[config.mk]
export PLATFORM = sky130hd
export DESIGN_NAME = dispatch_queue
export DESIGN_NICKNAME = d
export VERILOG_FILES = /design/src/rtl/dispatch_queue.sv
export SDC_FILE = /design/constraint.sdc
export NUM_CORES = 1
export LEC_CHECK = 0
export BUFFER_PORTS_ARGS = -buffer_cell sky130_fd_sc_hd__buf_4
export CORE_MARGIN = 2
export CORE_UTILIZATION = 58
export CTS_CLUSTER_DIAMETER = 80
export DETAILED_ROUTE_END_ITERATION = 10
export GPL_TIMING_DRIVEN = 1
export PLACE_DENSITY_LB_ADDON = 0.25
export SKIP_CTS_REPAIR_TIMING = 1
export SLEW_MARGIN = 40
export SYNTH_ARGS = -nofsm -noshare
export SYNTH_HDL_FRONTEND = slang
export SYNTH_SLANG_ARGS = --single-unit
export TNS_END_PERCENT = 1
[constraint.sdc]
create_clock -name clk -period 4.5 [get_ports clk]
set_clock_uncertainty 0.05 [all_clocks]
set_input_delay 0.45 -clock clk [delete_from_list [all_inputs] [get_ports clk]]
set_output_delay 0.45 -clock clk [all_outputs]
set_load 0.02 [all_outputs]
[src/rtl/dispatch_queue.sv]
// Dispatch queue: in-order issue buffer between rename and issue.
//
// Package C : shared physical-register and dispatch-instruction types.
//
// Module dispatch_queue
//   clk, rstn            : clock, async active-low reset
//   di_i / di_i_valid    : renamed instruction in; di_i_ready back-pressure
//   di_o / di_o_valid    : head instruction out, valid only when its sources are ready
//   di_o_ready           : downstream accepts di_o
//   wb_valid_i, wb_prd_i : writeback of a physical register (sets scoreboard, bypasses)
//   flush_i              : synchronous flush of queue contents and scoreboard
//   count_o              : registered occupancy, 0..DEPTH

package C;
  localparam int PRFSIZE      = 32;
  localparam int PREG_ID_BITS = $clog2(PRFSIZE);

  typedef logic [PREG_ID_BITS-1:0] preg_id_t;

  typedef struct packed {
    logic       rd_valid;
    logic       rs1_valid;
    logic       rs2_valid;
    logic [7:0] op;
  } si_t;

  typedef struct packed {
    si_t         si;
    preg_id_t    prd;
    preg_id_t    prs1;
    logic        prs1_renammed;
    preg_id_t    prs2;
    logic        prs2_renammed;
    logic [15:0] pc;
  } di_t;
endpackage

module dispatch_queue
  import C::*;
#(
  parameter int DEPTH = 4  // power of two, >= 2
) (
  input  logic                       clk,
  input  logic                       rstn,
  input  di_t                        di_i,
  input  logic                       di_i_valid,
  output logic                       di_i_ready,
  output di_t                        di_o,
  output logic                       di_o_valid,
  input  logic                       di_o_ready,
  input  logic                       wb_valid_i,
  input  preg_id_t                   wb_prd_i,
  input  logic                       flush_i,
  output logic [$clog2(DEPTH):0]     count_o
);

  localparam int PW = $clog2(DEPTH);
  localparam int CW = PW + 1;
  localparam logic [PW-1:0] PONE = PW'(1);
  localparam logic [CW-1:0] CONE = CW'(1);
  localparam logic [CW-1:0] FULL = CW'(DEPTH);

  logic [PW-1:0]      head_q, head_d;
  logic [PW-1:0]      tail_q, tail_d;
  logic [CW-1:0]      count_q, count_d;
  logic [PRFSIZE-1:0] sb_q, sb_d;
  di_t                mem_q [DEPTH];

  logic push, pop;
  logic rs1_rdy, rs2_rdy;
  di_t  head_e;

  // A source is ready when it is unused, not renamed, already written,
  // or being written back this very cycle.
  function automatic logic src_rdy(input logic v, input logic ren, input preg_id_t p,
                                   input logic [PRFSIZE-1:0] sb,
                                   input logic wbv, input preg_id_t wbp);
    return !v || !ren || sb[p] || (wbv && (wbp == p));
  endfunction

  assign head_e  = mem_q[head_q];
  assign rs1_rdy = src_rdy(head_e.si.rs1_valid, head_e.prs1_renammed, head_e.prs1,
                           sb_q, wb_valid_i, wb_prd_i);
  assign rs2_rdy = src_rdy(head_e.si.rs2_valid, head_e.prs2_renammed, head_e.prs2,
                           sb_q, wb_valid_i, wb_prd_i);

  // Ready is independent of di_o_ready: a full queue refuses even when popping.
  assign di_i_ready = (count_q != FULL) && !flush_i;
  assign di_o_valid = (count_q != '0) && rs1_rdy && rs2_rdy && !flush_i;
  assign di_o       = head_e;
  assign count_o    = count_q;

  assign push = di_i_valid && di_i_ready;
  assign pop  = di_o_valid && di_o_ready;

  always_comb begin
    head_d  = head_q;
    tail_d  = tail_q;
    count_d = count_q;
    sb_d    = sb_q;
    if (flush_i) begin
      head_d  = '0;
      tail_d  = '0;
      count_d = '0;
      sb_d    = '1;
    end else begin
      if (push) tail_d = tail_q + PONE;
      if (pop)  head_d = head_q + PONE;
      case ({push, pop})
        2'b10:   count_d = count_q + CONE;
        2'b01:   count_d = count_q - CONE;
        default: count_d = count_q;
      endcase
      if (wb_valid_i) sb_d[wb_prd_i] = 1'b1;
      // Clear applied after set so a new producer wins over a stale writeback.
      if (push && di_i.si.rd_valid) sb_d[di_i.prd] = 1'b0;
    end
  end

  always_ff @(posedge clk or negedge rstn) begin
    if (!rstn) begin
      head_q  <= '0;
      tail_q  <= '0;
      count_q <= '0;
      sb_q    <= '1;
    end else begin
      head_q  <= head_d;
      tail_q  <= tail_d;
      count_q <= count_d;
      sb_q    <= sb_d;
    end
  end

  // Payload storage is not reset; occupancy alone says what is live.
  always_ff @(posedge clk) begin
    if (push) mem_q[tail_q] <= di_i;
  end

endmodule

==> results of run 1 <==
[worst register-to-register path, stage by stage (launching register included)]
cell and delay [ns]:
dfrtp_4 0.57, mux4_2 0.58, buf_4 0.23, mux2i_1 0.19, a311o_1 0.19, a221oi_1 0.05
a22o_1 0.23, or4_1 0.48, and4_4 0.26, and2_1 0.16, fa_1 0.42, or4b_1 0.53
nand3_1 0.08
[cell type report]
type / instances / area (µm²)
Fill cell: 1030 / 4680
Sequential cell: 215 / 6310
Inverter: 8 / 30.0
Multi-Input combinational cell: 304 / 2820
Clock inverter: 11 / 166
Timing Repair Buffer: 113 / 851
Clock buffer: 32 / 651
Tap cell: 216 / 270
[per-layer routing]
metal / share of wire (%) / wire length (µm) / track usage, % / vias to the layer above
met5: 0 / 0 / 0 / -
met4: 2.7 / 529 / 7.63 / 0
met3: 7.2 / 1420 / 5.62 / 47
met2: 50 / 9980 / 39.2 / 227
met1: 40 / 7850 / 32.1 / 2787
li1: - / - / - / 2421
[cells in the mapped netlist (9+ instances only)]
library cell,n,area [µm²]
a21oi_1,36,180
and3_1,9,56.3
clkbuf_1,16,60.1
dfstp_2,32,841
edfxtp_1,176,5290
mux2i_1,29,290
mux4_2,47,1060
nand2_1,16,60.1
nor2_1,42,158
nor3_1,10,50.1
o21bai_1,32,240
[per-stage QoR]
stage                     power, mW  setup WS (ns)  cells  hold WS [ns]
after floorplan                2.60          0.632    562         0.104
after global placement         2.78          0.571    855         0.394
after detailed placement       2.79          0.469    855         0.404
after CTS                      4.77          0.447    898        -0.143
after global routing           4.89          0.274    899        0.0538
final                          4.74          0.431    899        0.0664
[logic make-up after synthesis]
logic type | count (synthesis) | share of synthesized area [%]
xor gates and xnor gates | 10 | 0.942
buffers and inverters | 43 | 2.17
AOI/OAI and AO/OA | 90 | 6.50
DFF | 215 | 67.8
and+or+nand+nor | 114 | 6.24
muxes | 85 | 15.6
adders and majority gates | 5 | 0.754
[worst max path at each step]
stage | startpoint | end | cells past startpoint
after global routing | head_q[0] | count_o[2] | 12
after global placement | head_q[0] | count_o[2] | 12
after floorplan | head_q[0] | count_o[2] | 14
after detailed placement | head_q[0] | count_o[2] | 12
final | head_q[0] | count_o[2] | 12
after CTS | head_q[0] | count_o[2] | 12
[flip-flops by register name (all words and copies together), names as in the netlist]
register  cells
count_o       3
head_q        2
mem_q       176
sb_q         32
tail_q        2
[report_power, final]
| group | internal (mW) | switching [mW] |
|---|---|---|
| Combinational | 0.218 | 0.284 |
| Sequential | 2.23 | 0.0265 |
| Clock | 1.20 | 0.787 |
==> metrics.cfg, run 1 <==
[synthesis]
synth_cells = 562
yosys_warnings = 0
syn_area_um2 = 9300
synth_flop_cell = edfxtp_1
ys_seq_area_share_pct = 67.8
avgSynthCellArea_um2 = 16.5
synth_fp_nets = 622
synthArstFlopShare_pct = 18.1
synth-seq-cells = 215
synth_edf_count = 176
ys_types = 54

[drt]
drt_wl_total_um = 19800
vias = 5482
avgRoutedWirePerCell_um = 22.0
vias_per_cell = 6.10
route.detailed.drc = 0
antenna_left = 0
drt_iter0_markers = 410
first_pass_iters = 8

[layout]
fin_nets = 726
final_common_cell = edfxtp_1
fin_util_pct = 70.3
drive_above_1_share_pct = 36.2
final_cell_mix = edfxtp_1 (176), buf_4 (112), mux4_2 (47), nor2_1 (42), a21oi_1 (36)
area_growth_pct = 19.3
final_area_um2 = 11100
diodes = 0

[critical_path]
crit_buf_inv = 1
critical_path_required_ns = 4.91
crit_chain = mux4_2, buf_4, mux2i_1, a311o_1, a221oi_1, a22o_1, or4_1, and4_4, and2_1, fa_1, or4b_1, nand3_1
timing.rr.end = count_o[2]
worstRegToRegCells = 12
cpMaxStageDelayCell = mux4_2
worst-setup-path-type = register to register
worstSetupStartpointType = register
crit_fanout = 15
cp_slowest_stage_delay_ns = 0.58
end_kind = register
r2r_start = head_q[0]
worst_ep_arrival_time_ns = 4.48
r2r_slack_ns = 0.43
crit_family = simple AND/OR/NAND/NOR gates

[min_path]
hp-class = input port to register
whs_path_depth = 1
min-delay-start = di_i[6]
min_to = mem_q[1][6]

[sta]
rsz0062_at_grt = false
setup_violations = 0
max_freq_mhz = 246
hold_viol_final = 0
drv_slew = 0
worst_pin_slew_ns = 0.727
maxSlewHeadroom_pct = 51.3
finalCritPeriodShare_pct = 90.4
period_minus_slack_ns = 4.07
tns_ns = 0

[floorplanning]
num_rows = 46
start_util_pct = 59.0
die_x_um = 131
die_h_um = 131
io_pins = 104
dieArea_um2 = 17100
fp.coreArea_um2 = 15800

[clock_tree]
clk_pin_slew_ns = 0.06
clk_path_buf_depth = 3
cts_buffers = 24
ctsRootBufferMaster = clkbuf_16
clock_latency_ns = 0.53
htreeDepth = 1
clock-sinks = 215
cts_tree = yes

[place]
dpl_cell_area_um2 = 10300
dp_hpwl_um = 12900
portBuffers = 103
gp_congestion = 0.942

[grt]
track_usage_pct = 23.8
first_global_vias = 5564
grt_max_degree = 46
grt_pass1_wl_um = 30500
antenna_found_initial = 0
grt-ovfl-total = 0

[power_and_ir_drop]
powerDensity_nw_per_um2 = 427
p_leak_nw = 4.00
max-vdd-ir-drop_uv = 351

[outcome]
status = finished, final reports clean

[run]
cap_violations = 0

Power figures use the tool's default switching activity.
==> run 2: changes to the inputs <==
--- a/config.mk
+++ b/config.mk
@@ -6,8 +6,11 @@
 export NUM_CORES = 1
 export LEC_CHECK = 0
 export BUFFER_PORTS_ARGS = -buffer_cell sky130_fd_sc_hd__buf_4
+export CAP_MARGIN = 30
+export CELL_PAD_IN_SITES_DETAIL_PLACEMENT = 0
+export CELL_PAD_IN_SITES_GLOBAL_PLACEMENT = 1
 export CORE_MARGIN = 2
-export CORE_UTILIZATION = 58
+export CORE_UTILIZATION = 49
 export CTS_CLUSTER_DIAMETER = 80
 export DETAILED_ROUTE_END_ITERATION = 10
 export GPL_TIMING_DRIVEN = 1
==> run 2 against run 1 <==
Largest power group unchanged. Core utilization shrank 11 points. Combinational power increased by 0.8%. Flip-flop and latch count stayed put. Sequential share of layout area about the same.
==> metrics.cfg, run 2 (synthesized netlist as in run 1, its figures left out) <==
[outcome]
status = finished, final reports clean

[sta]
rsz0062_at_grt = false
hold_viol_final = 0  ; unchanged
tns_ns = 0  ; unchanged
finalCritPeriodShare_pct = 92.1  ; +1.7 points
maxSlewHeadroom_pct = 49.3  ; -2.0 points
drv_slew = 0  ; unchanged
worst_pin_slew_ns = 0.760  ; +0.0332 ns
whs_ns = 0.0671  ; +0.000705 ns
max_freq_mhz = 241  ; -1.8%
setup_violations = 0  ; unchanged
period_minus_slack_ns = 4.14  ; +0.0765 ns

[place]
gp_congestion = 0.945  ; +0.33%
dpl_cell_area_um2 = 10300  ; +0.29%
dp_hpwl_um = 13700  ; +6.2%
dpl.cell_count = 874  ; +2.2%
portBuffers = 103  ; unchanged

[clock_tree]
cts_buffers = 24  ; unchanged
clock-sinks = 215  ; unchanged
clk_path_buf_depth = 3  ; unchanged
clk_pin_slew_ns = 0.06  ; about the same
ctsRootBufferMaster = clkbuf_16
htreeDepth = 1  ; unchanged
cts_tree = yes
clock_latency_ns = 0.53  ; about the same

[drt]
vias_per_cell = 5.93  ; -2.7%
antenna_left = 0  ; unchanged
drt_iter0_markers = 432  ; +5.4%
avgRoutedWirePerCell_um = 22.6  ; +2.8%
first_pass_iters = 5  ; -3
route.detailed.drc = 0  ; unchanged
drt_wl_total_um = 20800  ; +5.1%
vias = 5454  ; -0.51%

[power_and_ir_drop]
max-vdd-ir-drop_uv = 375  ; +6.9%
powerDensity_nw_per_um2 = 420  ; -1.8%
p_leak_nw = 4.00  ; about the same

[run]
cap_violations = 0  ; unchanged

[layout]
regArea_um2 = 6310  ; unchanged
stdcell_count = 919  ; +2.2%
final_area_um2 = 11100  ; about the same
multiInputGateArea_um2 = 2820  ; about the same
fin_nets = 727  ; +0.14%
final_cell_mix = edfxtp_1 (176), buf_4 (113), mux4_2 (47), nor2_1 (41), a21oi_1 (36)
fin_util_pct = 59.5  ; -11 points
final_common_cell = edfxtp_1
top_register = mem_q
fillers = 1435  ; +39%
area_growth_pct = 19.2  ; about the same
diodes = 0  ; unchanged
drive_above_1_share_pct = 36.1  ; -0.11 points
largest_reg_flops = 176  ; unchanged

[grt]
grt-ovfl-total = 0  ; unchanged
antenna_found_initial = 0  ; unchanged
first_global_vias = 5710  ; +2.6%
track_usage_pct = 21.1  ; -2.7 points
grt_pass1_wl_um = 32200  ; +5.5%
grt_max_degree = 46  ; unchanged

[critical_path]
timing.rr.end = count_o[2]
crit_chain = mux4_2, buf_4, mux2i_1, a311o_1, a221oi_1, a22o_1, or4_1, and4_4, and2_1, fa_1, or4b_1, nand3_1
end_kind = register
crit_fanout = 16  ; +1
crit_family = simple AND/OR/NAND/NOR gates
worstRegToRegCells = 12  ; unchanged
r2r_slack_ns = 0.36  ; -0.08 ns
critical_path_required_ns = 4.91  ; about the same
cp_slowest_stage_delay_ns = 0.60  ; +0.02 ns
worstSetupStartpointType = register
worst-setup-path-type = register to register
cpMaxStageDelayCell = mux4_2
r2r_start = head_q[0]
worst_ep_arrival_time_ns = 4.55  ; +0.07 ns
crit_buf_inv = 1  ; unchanged

[floorplanning]
die_x_um = 142  ; +8.5%
fp.coreArea_um2 = 18600  ; +18%
num_rows = 50  ; +8.7%
io_pins = 104  ; unchanged
dieArea_um2 = 20100  ; +18%
die_h_um = 142  ; +8.5%
start_util_pct = 49.9  ; -9.1 points

[min_path]
min_to = mem_q[0][34]
min-delay-start = di_i[34]
whs_path_depth = 1  ; unchanged
hp-class = input port to register

==> run 2: stage by stage <==
| stage | worst slack [ns] | power [mW] |
|---|---|---|
| after detailed placement | 0.373 | 2.80 |
| after global placement | 0.464 | 2.79 |
| after CTS | 0.343 | 4.70 |
| after global routing | 0.170 | 4.81 |
| after floorplan | 0.632 | 2.60 |
| final | 0.355 | 4.65 |
==> run 2: power by group <==
part,internal (mW),switching (mW),total [mW],leakage [nW]
combinational,0.218,0.289,0.507,1.59
sequential,2.23,0.0266,2.25,2.03
clock,1.10,0.792,1.89,0.380
total,3.54,1.11,4.65,4.00
==> run 2: worst max-delay path by stage <==
stage,slack [ns],start,end,cells after the start
2_1_floorplan,0.63,head_q[0],count_o[2],14
3_3_place_gp,0.46,head_q[0],count_o[2],12
3_5_place_dp,0.37,head_q[0],count_o[2],12
4_1_cts,0.34,head_q[0],count_o[2],12
5_1_grt,0.17,head_q[0],count_o[2],12
6_report,0.36,head_q[0],count_o[2],12
==> run 2: cell type report <==
type / count / area share, %
flip-flops and latches: 215 / 56.9
multi-input cells: 304 / 25.4
repair buffers: 114 / 7.74
clock buffers: 25 / 5.45
well taps: 234 / 2.64
clock inverters: 19 / 1.60
inverters: 8 / 0.271
==> run 2: per-layer routing <==
| layer | up-vias | routed length (µm) | global-route usage [%] |
|---|---|---|---|
| met4 | 0 | 510 | 6.42 |
| met5 | - | 0 | 0 |
| met3 | 39 | 1270 | 4.72 |
| met1 | 2803 | 8540 | 27.2 |
| li1 | 2432 | - | - |
| met2 | 180 | 10500 | 36.1 |
